File: src/rtl/apb_bridge_pkg.sv
// Shared types and constants for the round-robin APB bridge.
package apb_bridge_pkg;

  typedef enum logic [1:0] {
    IDLE,
    SETUP,
    ACCESS
  } apb_state_t;

  localparam int unsigned TIMEOUT_DISABLE = 0;

  function automatic int unsigned id_width(input int unsigned n);
    return (n > 1) ? $clog2(n) : 1;
  endfunction

endpackage

File: src/rtl/fifo.sv
// Parameterised show-ahead FIFO; pointers carry an extra wrap bit to tell full from empty.
module fifo #(
  parameter int unsigned DATA_W = 8,
  parameter int unsigned DEPTH  = 4
) (
  input  logic              clk,
  input  logic              reset,
  input  logic              push,
  input  logic [DATA_W-1:0] wdata,
  input  logic              pop,
  output logic [DATA_W-1:0] rdata,
  output logic              full,
  output logic              empty
);

  localparam int unsigned AW = $clog2(DEPTH);

  logic [DATA_W-1:0] mem [DEPTH];
  logic [AW:0]       wr_ptr;
  logic [AW:0]       rd_ptr;
  logic              do_push;
  logic              do_pop;

  assign empty   = (wr_ptr == rd_ptr);
  assign full    = (wr_ptr[AW] != rd_ptr[AW]) && (wr_ptr[AW-1:0] == rd_ptr[AW-1:0]);
  assign do_push = push && !full;
  assign do_pop  = pop && !empty;
  assign rdata   = mem[rd_ptr[AW-1:0]];

  always_ff @(posedge clk) begin
    if (do_push) mem[wr_ptr[AW-1:0]] <= wdata;
  end

  always_ff @(posedge clk or posedge reset) begin
    if (reset) begin
      wr_ptr <= '0;
      rd_ptr <= '0;
    end else begin
      if (do_push) wr_ptr <= wr_ptr + (AW+1)'(1);
      if (do_pop)  rd_ptr <= rd_ptr + (AW+1)'(1);
    end
  end

endmodule

File: src/rtl/rr_arbiter.sv
// Round-robin arbiter: one-hot grant searched from rr_ptr, pointer moves past the winner.
module rr_arbiter
  import apb_bridge_pkg::*;
#(
  parameter int unsigned NUM_REQ = 2
) (
  input  logic                             clk,
  input  logic                             reset,
  input  logic [NUM_REQ-1:0]               req,
  input  logic                             enable,
  output logic [NUM_REQ-1:0]               grant,
  output logic [id_width(NUM_REQ)-1:0]     grant_id
);

  localparam int unsigned ID_W = id_width(NUM_REQ);

  logic [ID_W-1:0] rr_ptr;
  logic            found;

  // First pass covers ports at or above rr_ptr, second pass wraps to the low ports.
  always_comb begin
    grant    = '0;
    grant_id = '0;
    found    = 1'b0;
    for (int unsigned k = 0; k < NUM_REQ; k++) begin
      if (enable && !found && req[k] && (ID_W'(k) >= rr_ptr)) begin
        grant[k] = 1'b1;
        grant_id = ID_W'(k);
        found    = 1'b1;
      end
    end
    for (int unsigned k = 0; k < NUM_REQ; k++) begin
      if (enable && !found && req[k]) begin
        grant[k] = 1'b1;
        grant_id = ID_W'(k);
        found    = 1'b1;
      end
    end
  end

  always_ff @(posedge clk or posedge reset) begin
    if (reset) begin
      rr_ptr <= '0;
    end else if (|grant) begin
      rr_ptr <= (grant_id == ID_W'(NUM_REQ - 1)) ? '0 : grant_id + ID_W'(1);
    end
  end

endmodule

File: src/rtl/apb_rr_bridge.sv
// Multi-requester APB bridge: round-robin accept into a command queue, in-order APB
// transfers with optional wait-state timeout, one registered response per command.
module apb_rr_bridge
  import apb_bridge_pkg::*;
#(
  parameter int unsigned NUM_REQ    = 2,
  parameter int unsigned ADDR_W     = 32,
  parameter int unsigned DATA_W     = 32,
  parameter int unsigned FIFO_DEPTH = 4,
  parameter int unsigned TIMEOUT    = 16
) (
  input  logic                          clk,
  input  logic                          reset,
  input  logic [NUM_REQ-1:0]            req_valid_i,
  output logic [NUM_REQ-1:0]            req_ready_o,
  input  logic [NUM_REQ-1:0]            req_write_i,
  input  logic [NUM_REQ*ADDR_W-1:0]     req_addr_i,
  input  logic [NUM_REQ*DATA_W-1:0]     req_wdata_i,
  output logic                          rsp_valid_o,
  output logic [id_width(NUM_REQ)-1:0]  rsp_id_o,
  output logic                          rsp_write_o,
  output logic [DATA_W-1:0]             rsp_rdata_o,
  output logic                          rsp_err_o,
  output logic                          psel_o,
  output logic                          penable_o,
  output logic                          pwrite_o,
  output logic [ADDR_W-1:0]             paddr_o,
  output logic [DATA_W-1:0]             pwdata_o,
  input  logic                          pready_i,
  input  logic                          pslverr_i,
  input  logic [DATA_W-1:0]             prdata_i
);

  localparam int unsigned ID_W    = id_width(NUM_REQ);
  localparam int unsigned ENTRY_W = ID_W + 1 + ADDR_W + DATA_W;
  localparam int unsigned CNT_W   = (TIMEOUT > 1) ? $clog2(TIMEOUT) : 1;

  logic [NUM_REQ-1:0] grant;
  logic [ID_W-1:0]    grant_id;
  logic               q_full;
  logic               q_empty;
  logic               q_pop;
  logic [ENTRY_W-1:0] q_head;
  logic               push_write;
  logic [ADDR_W-1:0]  push_addr;
  logic [DATA_W-1:0]  push_wdata;

  apb_state_t         state;
  logic [ID_W-1:0]    cmd_id;
  logic [CNT_W-1:0]   wait_cnt;
  logic               timeout_hit;
  logic               done;

  // Reset gating keeps req_ready_o low while reset is held, independent of queue state.
  rr_arbiter #(.NUM_REQ(NUM_REQ)) u_arb (
    .clk      (clk),
    .reset    (reset),
    .req      (req_valid_i),
    .enable   (!q_full && !reset),
    .grant    (grant),
    .grant_id (grant_id)
  );

  assign req_ready_o = grant;

  always_comb begin
    push_write = 1'b0;
    push_addr  = '0;
    push_wdata = '0;
    for (int unsigned k = 0; k < NUM_REQ; k++) begin
      if (grant[k]) begin
        push_write = req_write_i[k];
        push_addr  = req_addr_i[k*ADDR_W +: ADDR_W];
        push_wdata = req_wdata_i[k*DATA_W +: DATA_W];
      end
    end
  end

  fifo #(.DATA_W(ENTRY_W), .DEPTH(FIFO_DEPTH)) u_cmd_q (
    .clk   (clk),
    .reset (reset),
    .push  (|grant),
    .wdata ({grant_id, push_write, push_addr, push_wdata}),
    .pop   (q_pop),
    .rdata (q_head),
    .full  (q_full),
    .empty (q_empty)
  );

  assign timeout_hit = (TIMEOUT != TIMEOUT_DISABLE) && !pready_i &&
                       (wait_cnt == CNT_W'(TIMEOUT - 1));
  assign done        = (state == ACCESS) && (pready_i || timeout_hit);
  assign q_pop       = !q_empty && ((state == IDLE) || done);

  always_ff @(posedge clk or posedge reset) begin
    if (reset) begin
      state       <= IDLE;
      cmd_id      <= '0;
      wait_cnt    <= '0;
      psel_o      <= 1'b0;
      penable_o   <= 1'b0;
      pwrite_o    <= 1'b0;
      paddr_o     <= '0;
      pwdata_o    <= '0;
      rsp_valid_o <= 1'b0;
      rsp_id_o    <= '0;
      rsp_write_o <= 1'b0;
      rsp_rdata_o <= '0;
      rsp_err_o   <= 1'b0;
    end else begin
      rsp_valid_o <= 1'b0;
      if (q_pop) {cmd_id, pwrite_o, paddr_o, pwdata_o} <= q_head;
      case (state)
        IDLE: begin
          if (!q_empty) begin
            state  <= SETUP;
            psel_o <= 1'b1;
          end
        end
        SETUP: begin
          state     <= ACCESS;
          penable_o <= 1'b1;
          wait_cnt  <= '0;
        end
        ACCESS: begin
          if (done) begin
            rsp_valid_o <= 1'b1;
            rsp_id_o    <= cmd_id;
            rsp_write_o <= pwrite_o;
            // Completion without pready can only be a timeout.
            rsp_err_o   <= !pready_i || pslverr_i;
            rsp_rdata_o <= (pready_i && !pslverr_i && !pwrite_o) ? prdata_i : '0;
            penable_o   <= 1'b0;
            if (!q_empty) begin
              state <= SETUP;
            end else begin
              state  <= IDLE;
              psel_o <= 1'b0;
            end
          end else begin
            wait_cnt <= wait_cnt + CNT_W'(1);
          end
        end
        default: begin
          state     <= IDLE;
          psel_o    <= 1'b0;
          penable_o <= 1'b0;
        end
      endcase
    end
  end

endmodule

File: config.mk
export PLATFORM = sky130hd
export DESIGN_NAME = apb_rr_bridge
export DESIGN_NICKNAME = d
export VERILOG_FILES = /design/src/rtl/apb_bridge_pkg.sv /design/src/rtl/fifo.sv /design/src/rtl/rr_arbiter.sv /design/src/rtl/apb_rr_bridge.sv
export SDC_FILE = /design/constraint.sdc
export NUM_CORES = 1
export LEC_CHECK = 0
export CAP_MARGIN = 20
export CORE_ASPECT_RATIO = 0.6
export CORE_MARGIN = 5
export CORE_UTILIZATION = 56
export DETAILED_ROUTE_END_ITERATION = 12
export GPL_TIMING_DRIVEN = 0
export PLACE_DENSITY = 0.84
export SLEW_MARGIN = 5
export SYNTH_ARGS = -nofsm -noshare
export SYNTH_HDL_FRONTEND = slang
export SYNTH_SLANG_ARGS = --single-unit
export TNS_END_PERCENT = 20
File: constraint.sdc
create_clock -name clk -period 8.8 [get_ports clk]
set_input_delay 1.76 -clock clk [delete_from_list [all_inputs] [get_ports clk]]
set_output_delay 1.76 -clock clk [all_outputs]
set_load 0.01 [all_outputs]
Word-level counts from Yosys, hierarchy flattened
Memory sizes are Yosys's and may differ from the RTL's. A register that Yosys moved wholly into a read port is not among the register bits.
Index checks and enable logic that the tools add are counted.
{"block": "op_classes", "add_sub_neg": 4, "order_cmp": 2, "eq_ne": 10, "n_mux": 32, "bitwise": 2, "reduce_logical": 38}
{"cell": "2-to-1 mux 32 bit", "count": 5}
{"cell": "2-to-1 mux 1 bit", "count": 20}
{"cell": "logical AND 1 bit", "count": 18}
{"cell": "logical NOT 1 bit", "count": 9}
{"cell": "!= test 2 bit, second input constant", "count": 4}
{"cell": "case mux 4 bit (2 select lines)", "count": 1}
{"cell": "AND reduction 2 bit", "count": 4}
{"cell": "adder 3 x 1 -> 3 bit, second input constant", "count": 2}
{"cell": "case mux 1 bit (3 select lines)", "count": 2}
{"cell": "case mux 2 bit (3 select lines)", "count": 1}
{"cell": "adder 4 x 1 -> 4 bit, second input constant", "count": 1}
{"cell": "== test 4 bit, second input constant", "count": 1}
{"cell": "2-to-1 mux 2 bit", "count": 2}
{"cell": "2-to-1 mux 4 bit", "count": 1}
{"cell": "AND reduction 4 bit", "count": 1}
{"cell": "== test 3 bit", "count": 1}
{"cell": "logical OR 1 bit", "count": 3}
{"cell": "== test 2 x 1 -> 1 bit, second input constant", "count": 1}
{"cell": "== test 2 bit", "count": 1}
{"cell": "== test 2 bit, second input constant", "count": 1}
{"cell": ">= comparator 1 bit, first input constant", "count": 2}
{"cell": "logical NOT 2 bit", "count": 1}
{"cell": "inverter 1 bit", "count": 2}
{"cell": "nonzero test 2 bit", "count": 1}
{"cell": "other kinds (3)", "count": 3}
{"block": "word_totals", "regBits": 51, "ramBits": 264, "output_inout_bits": 105, "n_memories": 1}
{"name": "u_cmd_q.mem", "words": 4, "word_bits": 66, "read_ports": 1, "rd_clocked_by_memory_dff": 1, "write_ports": 1, "line": "fifo.sv:18", "rtl": "logic [DATA_W-1:0] mem [DEPTH];"}

Depth between registers and ports, before layout
Gate-level depths: netlist of run 1.
{"block": "depth", "word_depth": 24, "mapped_depth": 8, "ltp_nobuf": 6}

Hierarchy
A second synthesis of run 1 with hierarchy kept.
{"block": "hier_totals", "hier_cells": 824, "hier_area_um2": 15029.4}
{"mod": "fifo", "instances": 1, "cells_per_inst": 395, "area_per_inst_um2": 10022.1, "seq_area_each_um2": 8077.7}
{"mod": "apb_rr_bridge", "instances": 1, "cells_per_inst": 419, "area_per_inst_um2": 4937.2, "seq_area_each_um2": 2752.6}
{"mod": "rr_arbiter", "instances": 1, "cells_per_inst": 10, "area_per_inst_um2": 70.1, "seq_area_each_um2": 25.0}

Worst setup path after synthesis of run 1
Ideal clock, no wire load.
{"block": "synth_timing", "path_kind": "input-to-reg", "startpoint": "in reset", "endpoint": "mem u_cmd_q.mem[0][10] in the netlist's numbering (data pin)", "setup_time_ps": 167, "arrival_time_ps": 5044, "required_time_ps": 8633, "path_slack_ps": 3589, "stages": 5, "n_path_buf": 2, "cell_sequence": "inv_1 nand2_1 clkbuf_1 buf_1 nor2_1"}
{"block": "synth_via", "elab_chain_cells": 19}
{"element": "start: declaration", "line": "apb_rr_bridge.sv:13", "rtl": "input logic reset,"}
{"element": "logical NOT 1 bit (no line) *"}
{"element": "logical AND 1 bit *", "line": "apb_rr_bridge.sv:59", "rtl": ".enable (!q_full && !reset),"}
{"element": "logical AND 1 bit (2 in a row)", "line": "rr_arbiter.sv:26", "rtl": "if (enable && !found && req[k] && (ID_W'(k) >= rr_ptr)) begin"}
{"element": "2-to-1 mux 1 bit", "line": "rr_arbiter.sv:26"}
{"element": "logical NOT 1 bit", "line": "rr_arbiter.sv:26"}
{"element": "logical AND 1 bit (3 in a row)", "line": "rr_arbiter.sv:26"}
{"element": "2-to-1 mux 1 bit", "line": "rr_arbiter.sv:26"}
{"element": "logical NOT 1 bit", "line": "rr_arbiter.sv:33", "rtl": "if (enable && !found && req[k]) begin"}
{"element": "logical AND 1 bit (2 in a row)", "line": "rr_arbiter.sv:33"}
{"element": "2-to-1 mux 1 bit", "line": "rr_arbiter.sv:33"}
{"element": "logical NOT 1 bit", "line": "rr_arbiter.sv:33"}
{"element": "logical AND 1 bit (2 in a row)", "line": "rr_arbiter.sv:33"}
{"element": "2-to-1 mux 1 bit", "line": "rr_arbiter.sv:33"}
{"element": "2-to-1 mux 32 bit *", "line": "apb_rr_bridge.sv:71", "rtl": "if (grant[k]) begin"}
{"element": "net push_wdata[10]", "line": "apb_rr_bridge.sv:46", "rtl": "logic [DATA_W-1:0] push_wdata;"}
{"element": "end: declaration", "line": "fifo.sv:18"}
Mark *: on every way through the listed nets, which the timed path passes. The rest lies on a longest branch.

Final worst setup path of run 1
{"block": "layout_timing", "startpoint": "in req_valid_i[1]", "endpoint": "out req_ready_o[1]"}
{"block": "layout_via", "elab_chain_cells": 11}
{"element": "start: declaration", "line": "apb_rr_bridge.sv:14", "rtl": "input logic [NUM_REQ-1:0] req_valid_i,"}
{"element": "logical AND 1 bit (2 in a row)", "line": "rr_arbiter.sv:26"}
{"element": "2-to-1 mux 1 bit", "line": "rr_arbiter.sv:26"}
{"element": "logical NOT 1 bit", "line": "rr_arbiter.sv:33"}
{"element": "logical AND 1 bit (2 in a row)", "line": "rr_arbiter.sv:33"}
{"element": "2-to-1 mux 1 bit", "line": "rr_arbiter.sv:33"}
{"element": "logical NOT 1 bit", "line": "rr_arbiter.sv:33"}
{"element": "logical AND 1 bit (2 in a row)", "line": "rr_arbiter.sv:33"}
{"element": "2-to-1 mux 1 bit *", "line": "rr_arbiter.sv:33"}
{"element": "end: declaration", "line": "apb_rr_bridge.sv:15", "rtl": "output logic [NUM_REQ-1:0] req_ready_o,"}
Mark *: on every way between the ends. The rest lies on a longest branch, timed or not.

==> implementation parameters, run 1 <==
Parameter                              Value

Setup path
  Type of the setup path with the least slack    input pin to output pin
  Nature of the critical path endpoint    output pin
  Number of cell instances on the worst register-to-register path    5
  Critical Path RT    between 7 and 8 ns
  Register-to-register setup slack    just under 6 ns
  Crit path max-delay cell type    clkbuf_1
  Cell Chain, Critical Path    clkdlybuf4s50_1 -> a21boi_1 -> clkbuf_1 -> buf_1 -> and2_1 -> clkdlybuf4s50_1
  Data arrival time of the critical path    4.69 ns
  Max incr delay on CP    0.64 ns
  Most used cell along the critical path    clkdlybuf4s50_1
  Critical-path maximum fanout    10
  Kind of start point of the critical path    input pin
  Reg-to-reg endpoint    u_cmd_q.mem[0][0]
  Startpoint of the worst register-to-register path    u_cmd_q.rd_ptr[0]

STA
  Clock period minus worst slack    ~6.4 ns
  RSZ-0062 raised after global routing    no
  Worst hold slack across all endpoints    0.465 ns
  Fmax    between 0.15 and 0.2 GHz
  Final Cycle Share    73.3%
  Relative slew margins    about 36%
  Number of hold violations in the final report    0
  Setup-violating endpoint count in the final report    0
  Post-Route Setup TNS    0 ns
  Final worst-path setup slack    ~2.4 ns
  Final max-slew violation count    0
  Largest clock skew in the final design    between 0.01 and 0.015 ns
  Transition time of the tightest slew-check pin    approximately 0.96 ns

GRT
  Total routing resource utilization after global routing    24.2%
  Sum of overflow across all layers after global routing    0
  Antenna violations before repair    0
  Via count of the first global-routing pass    9,683
  Wire length of the first global-routing pass    55,900 um
  Pin count of the biggest net entering global routing    66

Final layout
  Final standard cell area without fillers    just under 20,000 um2
  Synthesis-to-layout area growth    29.9%
  Most common cell after layout, fill and taps aside    clkdlybuf4s50_1
  Fraction of layout instances using a drive strength above 1    between 15 and 20%
  Top library cells by usage in the layout, fill and taps aside    clkdlybuf4s50_1, edfxtp_1, dfrtp_1, nand2_1, nor2_1
  Count of placed standard cells in the final layout, fillers left out    1,583
  NumNets Final    1,369
  Antenna Diode Count    0

Clock tree
  Clock Path Buffers    3
  CTS tree    yes
  Clock Pin Slew Worst Setup and Hold Paths    roughly 0.06 ns
  Clock Tree Root    clkbuf_16
  Number of instances resized during post-cts repair    0
  Number of buffers created by CTS    36
  Number of levels in the clock H-tree    2
  Total number of clock tree sinks    about 380
  Hold-fix buffer count after cts    0
  Number of buffers added for setup after CTS    0
  Clock latency at the later pin of the worst-skew pair    approximately 0.53 ns

Min path
  Path class of the lowest-slack min-delay path    flip-flop to flip-flop
  Worst Hold End    rsp_rdata_o[2]
  Startpoint of the tightest hold check path    rsp_rdata_o[2]
  Cell depth of the worst min-delay path    2

Place
  Count of buffers from port buffering    ~270
  Post-detailed-placement half-perimeter wirelength    approximately 25,000 um
  # placed instances    between 1,500 and 2,000
  Area post-placement    approximately 18,000 um2
  Post-Place Setup Slack    approximately 2.4 ns
  Placer congestion estimate    between 0.8 and 0.9

Synth
  Warning count from the yosys run    0
  FF+latch count, synth    around 380
  Dominant synthesized flop cell    edfxtp_1
  Cells after Synth    roughly 900
  Share of flip-flops with an asynchronous set or reset    around 31%
  Net count of the mapped netlist    roughly 1,100
  Number of flops mapped to enable cells by yosys    about 260
  Cell variety after synth    42
  Fraction of the yosys area taken by sequential cells    72.2%
  Mean Syn Cell Area    approximately 17 um2
  Netlist Area Pre-Place    15,000 um2

Drt
  Router iterations before antenna repair    5
  Total routed wirelength    approximately 37,000 um
  Routed len/inst    approximately 23 um
  Via density per instance    5.75
  Overall via count from detail_route    9,107
  DRC viols    0
  Number of DRC markers after the initial detailed-route iteration    744
  Antenna viol nets, final    0

Pwr
  Switching power as a share of total power    a little under a third
  Clk network pwr share    ~23%
  Part of the total power dissipated in sequential elements    between 40% and 50%
  Total power per unit cell area    between 300 and 400 nW/um2
  IR drop worst, VDD    0.000198 V
  Leak Pwr    between 7 and 8 nW
  Internal power consumption    4.67 mW
  Net switching power    2.08 mW
  Part of the power in combinational logic    a little under two fifths

Floorplanning
  X dimension of the die    about 220 um
  Placement Rows    46
  Std-Cell Core Area    26,400 um2
  Number of top-level pins    about 270
  Total die area    ~30,000 um2
  Effective utilization at floorplan    56.9%
  Die boundary height    137 um

Status
  Run status    complete, no violations

Run
  Max Cap Violations    0
-- layout make-up --
cell class | count | area, um2
plain buffers | 56 | 240
clock buffers | 51 | 1010
clock inverters | 15 | 161
fillers | 1575 | 6890
inverters | 11 | 46.3
multi-input cells | 432 | 3920
flip-flops and latches | 381 | 10900
well taps | 360 | 450
repair buffers | 277 | 2850
-- routing by layer --
layer	share of wire, %	up-vias	wire (um)	global-route usage [%]
met5	0	-	0	0
met4	1.9	0	718	5.92
met3	7.8	49	2880	5.59
met2	49	407	18200	40.5
met1	41	4631	15300	33.0
li1	-	4020	-	-
-- Yosys cell counts, types with 10 or more instances --
| library cell | number | area [um2] |
|---|---|---|
| a22oi_1 | 65 | 488 |
| buf_1 | 10 | 37.5 |
| buf_2 | 12 | 60.1 |
| clkbuf_1 | 32 | 120 |
| dfrtp_1 | 117 | 2930 |
| edfxtp_1 | 264 | 7930 |
| inv_1 | 10 | 37.5 |
| mux2_2 | 58 | 653 |
| mux2_4 | 10 | 150 |
| mux4_2 | 66 | 1490 |
| nand2_1 | 75 | 282 |
| nand3_1 | 34 | 170 |
| nor2_1 | 71 | 267 |
-- worst max path at each step --
stage	from	to	slack, ns	cells after the start
global route	req_valid_i[0]	req_ready_o[0]	2.21	6
CTS	req_valid_i[1]	req_ready_o[1]	2.36	6
global placement	reset	u_cmd_q.mem[0][26]	1.17	6
floorplan	reset	u_cmd_q.mem[0][10]	3.59	5
finish	req_valid_i[1]	req_ready_o[1]	2.35	6
detailed placement	req_valid_i[1]	req_ready_o[1]	2.36	6
-- worst max-delay path, delay by kind of cell --
kind | cells | cell delay, ns
AO/OA/AOI/OAI | 1 | 0.56
buffers and inverters | 4 | 2.16
AND/OR/NAND/NOR | 1 | 0.20
-- through the flow --
step	power, mW	util [%]
after CTS	6.81	73.9
after global placement	5.14	68.9
after detailed placement	5.25	69.5
after floorplan	4.17	-
final	6.75	73.9
after global routing	7.07	73.9
-- state kept, by name (all words and copies together) (netlist names), 2 cells and up --
register	flops
paddr_o	32
pwdata_o	32
rsp_rdata_o	32
state	2
u_cmd_q.mem	264
u_cmd_q.rd_ptr	3
u_cmd_q.wr_ptr	3
wait_cnt	4
-- cell families (layout without fill, tap and decap cells) --
family	count (synthesis)	after routing	share of synthesized area, %
flops	381	381	72.2
xor+xnor	7	7	0.408
mux	135	135	15.3
simple gates	199	199	5.59
buf+inv	67	410	1.87
compound gates	85	85	4.13
fa+ha+maj	6	6	0.499
-- power groups by stage --
stage	clock network (mW)	logic [mW]	registers [mW]
finish	1.54	2.49	2.72
global route	1.64	2.66	2.76
CTS	1.56	2.52	2.72
detailed placement	0	2.50	2.75
global placement	0	2.38	2.75
floorplan	0	1.37	2.80
(Power assumes the default switching activity.)
==> inputs of run 2 (changes only) <==
--- a/config.mk
+++ b/config.mk
@@ -8,10 +8,10 @@
 export CAP_MARGIN = 20
 export CORE_ASPECT_RATIO = 0.6
 export CORE_MARGIN = 5
-export CORE_UTILIZATION = 56
+export CORE_UTILIZATION = 52
 export DETAILED_ROUTE_END_ITERATION = 12
 export GPL_TIMING_DRIVEN = 0
-export PLACE_DENSITY = 0.84
+export PLACE_DENSITY = 0.79
 export SLEW_MARGIN = 5
 export SYNTH_ARGS = -nofsm -noshare
 export SYNTH_HDL_FRONTEND = slang
==> constraint.sdc (replaced) <==
create_clock -name clk -period 6.1 [get_ports clk]
set_input_delay 1.22 -clock clk [delete_from_list [all_inputs] [get_ports clk]]
set_output_delay 1.22 -clock clk [all_outputs]
set_load 0.01 [all_outputs]
==> run 2 against run 1 <==
Against the previous run:
- clock power is 48% higher
- sequential cell count unchanged
- first-iteration DRC count shrank 15%
- non-clock buffer count unchanged
- clock-buffer cell count is 4 lower
- critical path type unchanged
- largest power group unchanged
- highest routed layer unchanged
==> implementation parameters, run 2 (synthesis gave the netlist of run 1 again) <==
Parameter                              Value

Final layout
  NumNets Final    1,368 (was 1,369)
  Multi-input logic area    3920 um2 (unchanged)
  Top library cells by usage in the layout, fill and taps aside    clkdlybuf4s50_1, edfxtp_1, dfrtp_1, nand2_1, nor2_1 (unchanged)
  Fillers    1,958 (was 1,575)
  Count of placed standard cells in the final layout, fillers left out    1,597 (was 1,583)
  Most common cell after layout, fill and taps aside    clkdlybuf4s50_1 (unchanged)
  Final standard cell area without fillers    19,600 um2 (was 19,500 um2)
  Flip-flop count of the largest register, all copies and words added    264 (unchanged)
  Synthesis-to-layout area growth    30.3% (was 29.9%)
  Fraction of layout instances using a drive strength above 1    17.5% (was 17.3%)
  Area used by sequential logic in the layout    10,900 um2 (unchanged)

STA
  Largest clock skew in the final design    0.0192 ns (was 0.0127 ns)
  Setup-violating endpoint count in the final report    0 (unchanged)
  Relative slew margins    35.6% (was 35.5%)
  Worst hold slack across all endpoints    0.468 ns (was 0.465 ns)
  Clock period minus worst slack    between 5 and 6 ns
  Final Cycle Share    between 80 and 90%
  Transition time of the tightest slew-check pin    0.966 ns (was 0.963 ns)
  Fmax    about 0.19 GHz
  Final max-slew violation count    0 (unchanged)
  Final worst-path setup slack    0.712 ns (was 2.35 ns)
  Number of hold violations in the final report    0 (unchanged)
  RSZ-0062 raised after global routing    no (unchanged)

Pwr
  Total power per unit cell area    497 nW/um2 (was 346 nW/um2)
  IR drop worst, VDD    0.000264 V (was 0.000198 V)
  Leak Pwr    7.23 nW (was 7.21 nW)
  Overall power after layout    9.74 mW (was 6.75 mW)

Setup path
  Register-to-register setup slack    3.23 ns (was 5.94 ns)
  Number of cell instances on the worst register-to-register path    5 (unchanged)
  Kind of start point of the critical path    input pin (unchanged)
  Critical-path maximum fanout    10 (unchanged)
  Cell Chain, Critical Path    clkdlybuf4s50_1 -> a21boi_1 -> clkbuf_1 -> buf_1 -> and2_1 -> clkdlybuf4s50_1 (unchanged)
  Reg-to-reg endpoint    u_cmd_q.mem[3][22] (was u_cmd_q.mem[0][0])
  Most used cell along the critical path    clkdlybuf4s50_1 (unchanged)
  Startpoint of the worst register-to-register path    u_cmd_q.rd_ptr[0] (unchanged)
  Data arrival time of the critical path    4.17 ns (was 4.69 ns)
  Max incr delay on CP    0.69 ns (was 0.64 ns)
  Type of the setup path with the least slack    input pin to output pin (unchanged)
  Nature of the critical path endpoint    output pin (unchanged)
  Crit path max-delay cell type    clkbuf_1 (unchanged)
  Critical Path RT    4.88 ns (was 7.04 ns)

GRT
  Antenna violations before repair    3 (was 0)
  Pin count of the biggest net entering global routing    62 (was 66)
  Via count of the first global-routing pass    9,607 (was 9,683)
  Sum of overflow across all layers after global routing    0 (unchanged)
  Total routing resource utilization after global routing    22.3% (was 24.2%)
  Wire length of the first global-routing pass    55,800 um (was 55,900 um)

Drt
  DRC viols    0 (unchanged)
  Routed len/inst    22.5 um (was 23.4 um)
  Overall via count from detail_route    9,001 (was 9,107)
  Total routed wirelength    35,900 um (was 37,100 um)
  Router iterations before antenna repair    5 (unchanged)
  Number of DRC markers after the initial detailed-route iteration    636 (was 744)
  Antenna viol nets, final    0 (unchanged)
  Via density per instance    5.64 (was 5.75)

Clock tree
  Clock Tree Root    clkbuf_16 (unchanged)
  CTS tree    yes (unchanged)
  Number of buffers added for setup after CTS    0 (unchanged)
  Number of buffers created by CTS    35 (was 36)
  Hold-fix buffer count after cts    0 (unchanged)
  Total number of clock tree sinks    381 (unchanged)
  Number of levels in the clock H-tree    2 (unchanged)
  Number of instances resized during post-cts repair    0 (unchanged)
  Clock Pin Slew Worst Setup and Hold Paths    0.06 ns (about the same)
  Clock Path Buffers    3 (unchanged)
  Clock latency at the later pin of the worst-skew pair    0.53 ns (about the same)

Min path
  Path class of the lowest-slack min-delay path    flip-flop to flip-flop (unchanged)
  Cell depth of the worst min-delay path    2 (unchanged)
  Startpoint of the tightest hold check path    rsp_rdata_o[18] (was rsp_rdata_o[2])
  Worst Hold End    rsp_rdata_o[18] (was rsp_rdata_o[2])

Place
  Post-Place Setup Slack    0.645 ns (was 2.36 ns)
  Area post-placement    18,400 um2 (about the same)
  # placed instances    1,532 (was 1,517)
  Post-detailed-placement half-perimeter wirelength    24,300 um (was 24,500 um)
  Placer congestion estimate    0.795 (was 0.819)
  Count of buffers from port buffering    272 (unchanged)

Floorplanning
  Placement Rows    48 (was 46)
  Die boundary height    142 um (was 137 um)
  Number of top-level pins    273 (unchanged)
  Std-Cell Core Area    28,600 um2 (was 26,400 um2)
  X dimension of the die    230 um (was 222 um)
  Total die area    32,500 um2 (was 30,300 um2)
  Effective utilization at floorplan    52.5% (was 56.9%)

Status
  Run status    complete, no violations (unchanged)

Run
  Max Cap Violations    0 (unchanged)
-- run 2: cell count changes in the layout (fill, tap and decap cells not counted) --
cell	change
diode_2	+2
clkbuf_1	-3
clkinv_8	+1
clkinv_2	-2
inv_6	-1
clkbuf_16	-1
bufinv_16	+2
clkinv_4	+2
clkinv_1	-1
-- run 2: layout make-up --
type / instances / share of cell area (%)
diodes: 2 / 0.0255
plain buffers: 56 / 1.23
flip-flops and latches: 381 / 55.4
inverters: 11 / 0.236
repair buffers: 277 / 14.6
clock inverters: 16 / 1.19
multi-input cells: 432 / 20.0
well taps: 375 / 2.39
clock buffers: 47 / 4.96
-- run 2: power breakdown --
group          leakage [nW]  total [mW]  internal, mW  switching (mW)
sequential             3.92        3.92          3.62           0.302
clock                 0.576        2.28          1.34           0.939
combinational          2.74        3.54          1.82            1.71
total                  7.23        9.74          6.78            2.95
-- run 2: worst max path at each step --
stage | start | to | slack [ns] | cells after the start
5_1_grt | req_valid_i[1] | req_ready_o[1] | 0.55 | 6
4_1_cts | req_valid_i[1] | req_ready_o[1] | 0.65 | 6
3_3_place_gp | reset | u_cmd_q.mem[0][35] | -1.14 | 6
6_report | req_valid_i[1] | req_ready_o[1] | 0.71 | 6
2_1_floorplan | reset | u_cmd_q.mem[0][10] | 1.43 | 5
3_5_place_dp | req_valid_i[1] | req_ready_o[1] | 0.65 | 6
-- run 2: through the flow --
stage / util (%) / TNS, ns
2_1_floorplan: - / 0
3_3_place_gp: 63.6 / -300.34
3_5_place_dp: 64.2 / 0
4_1_cts: 68.4 / 0
5_1_grt: 68.4 / 0
6_report: 68.4 / 0
-- run 2: worst max-delay path, delay by kind of cell --
family | cells | cell delay (ns)
buffers and inverters | 4 | 2.28
and+or+nand+nor | 1 | 0.20
AOI/OAI and AO/OA | 1 | 0.46
-- run 2: layer usage --
metal	global-route usage, %	wire length [um]	vias to the layer above
met5	0	0	-
met3	5.00	2600	47
met2	35.7	16900	358
met4	5.31	681	0
met1	32.0	15700	4570
li1	-	-	4026
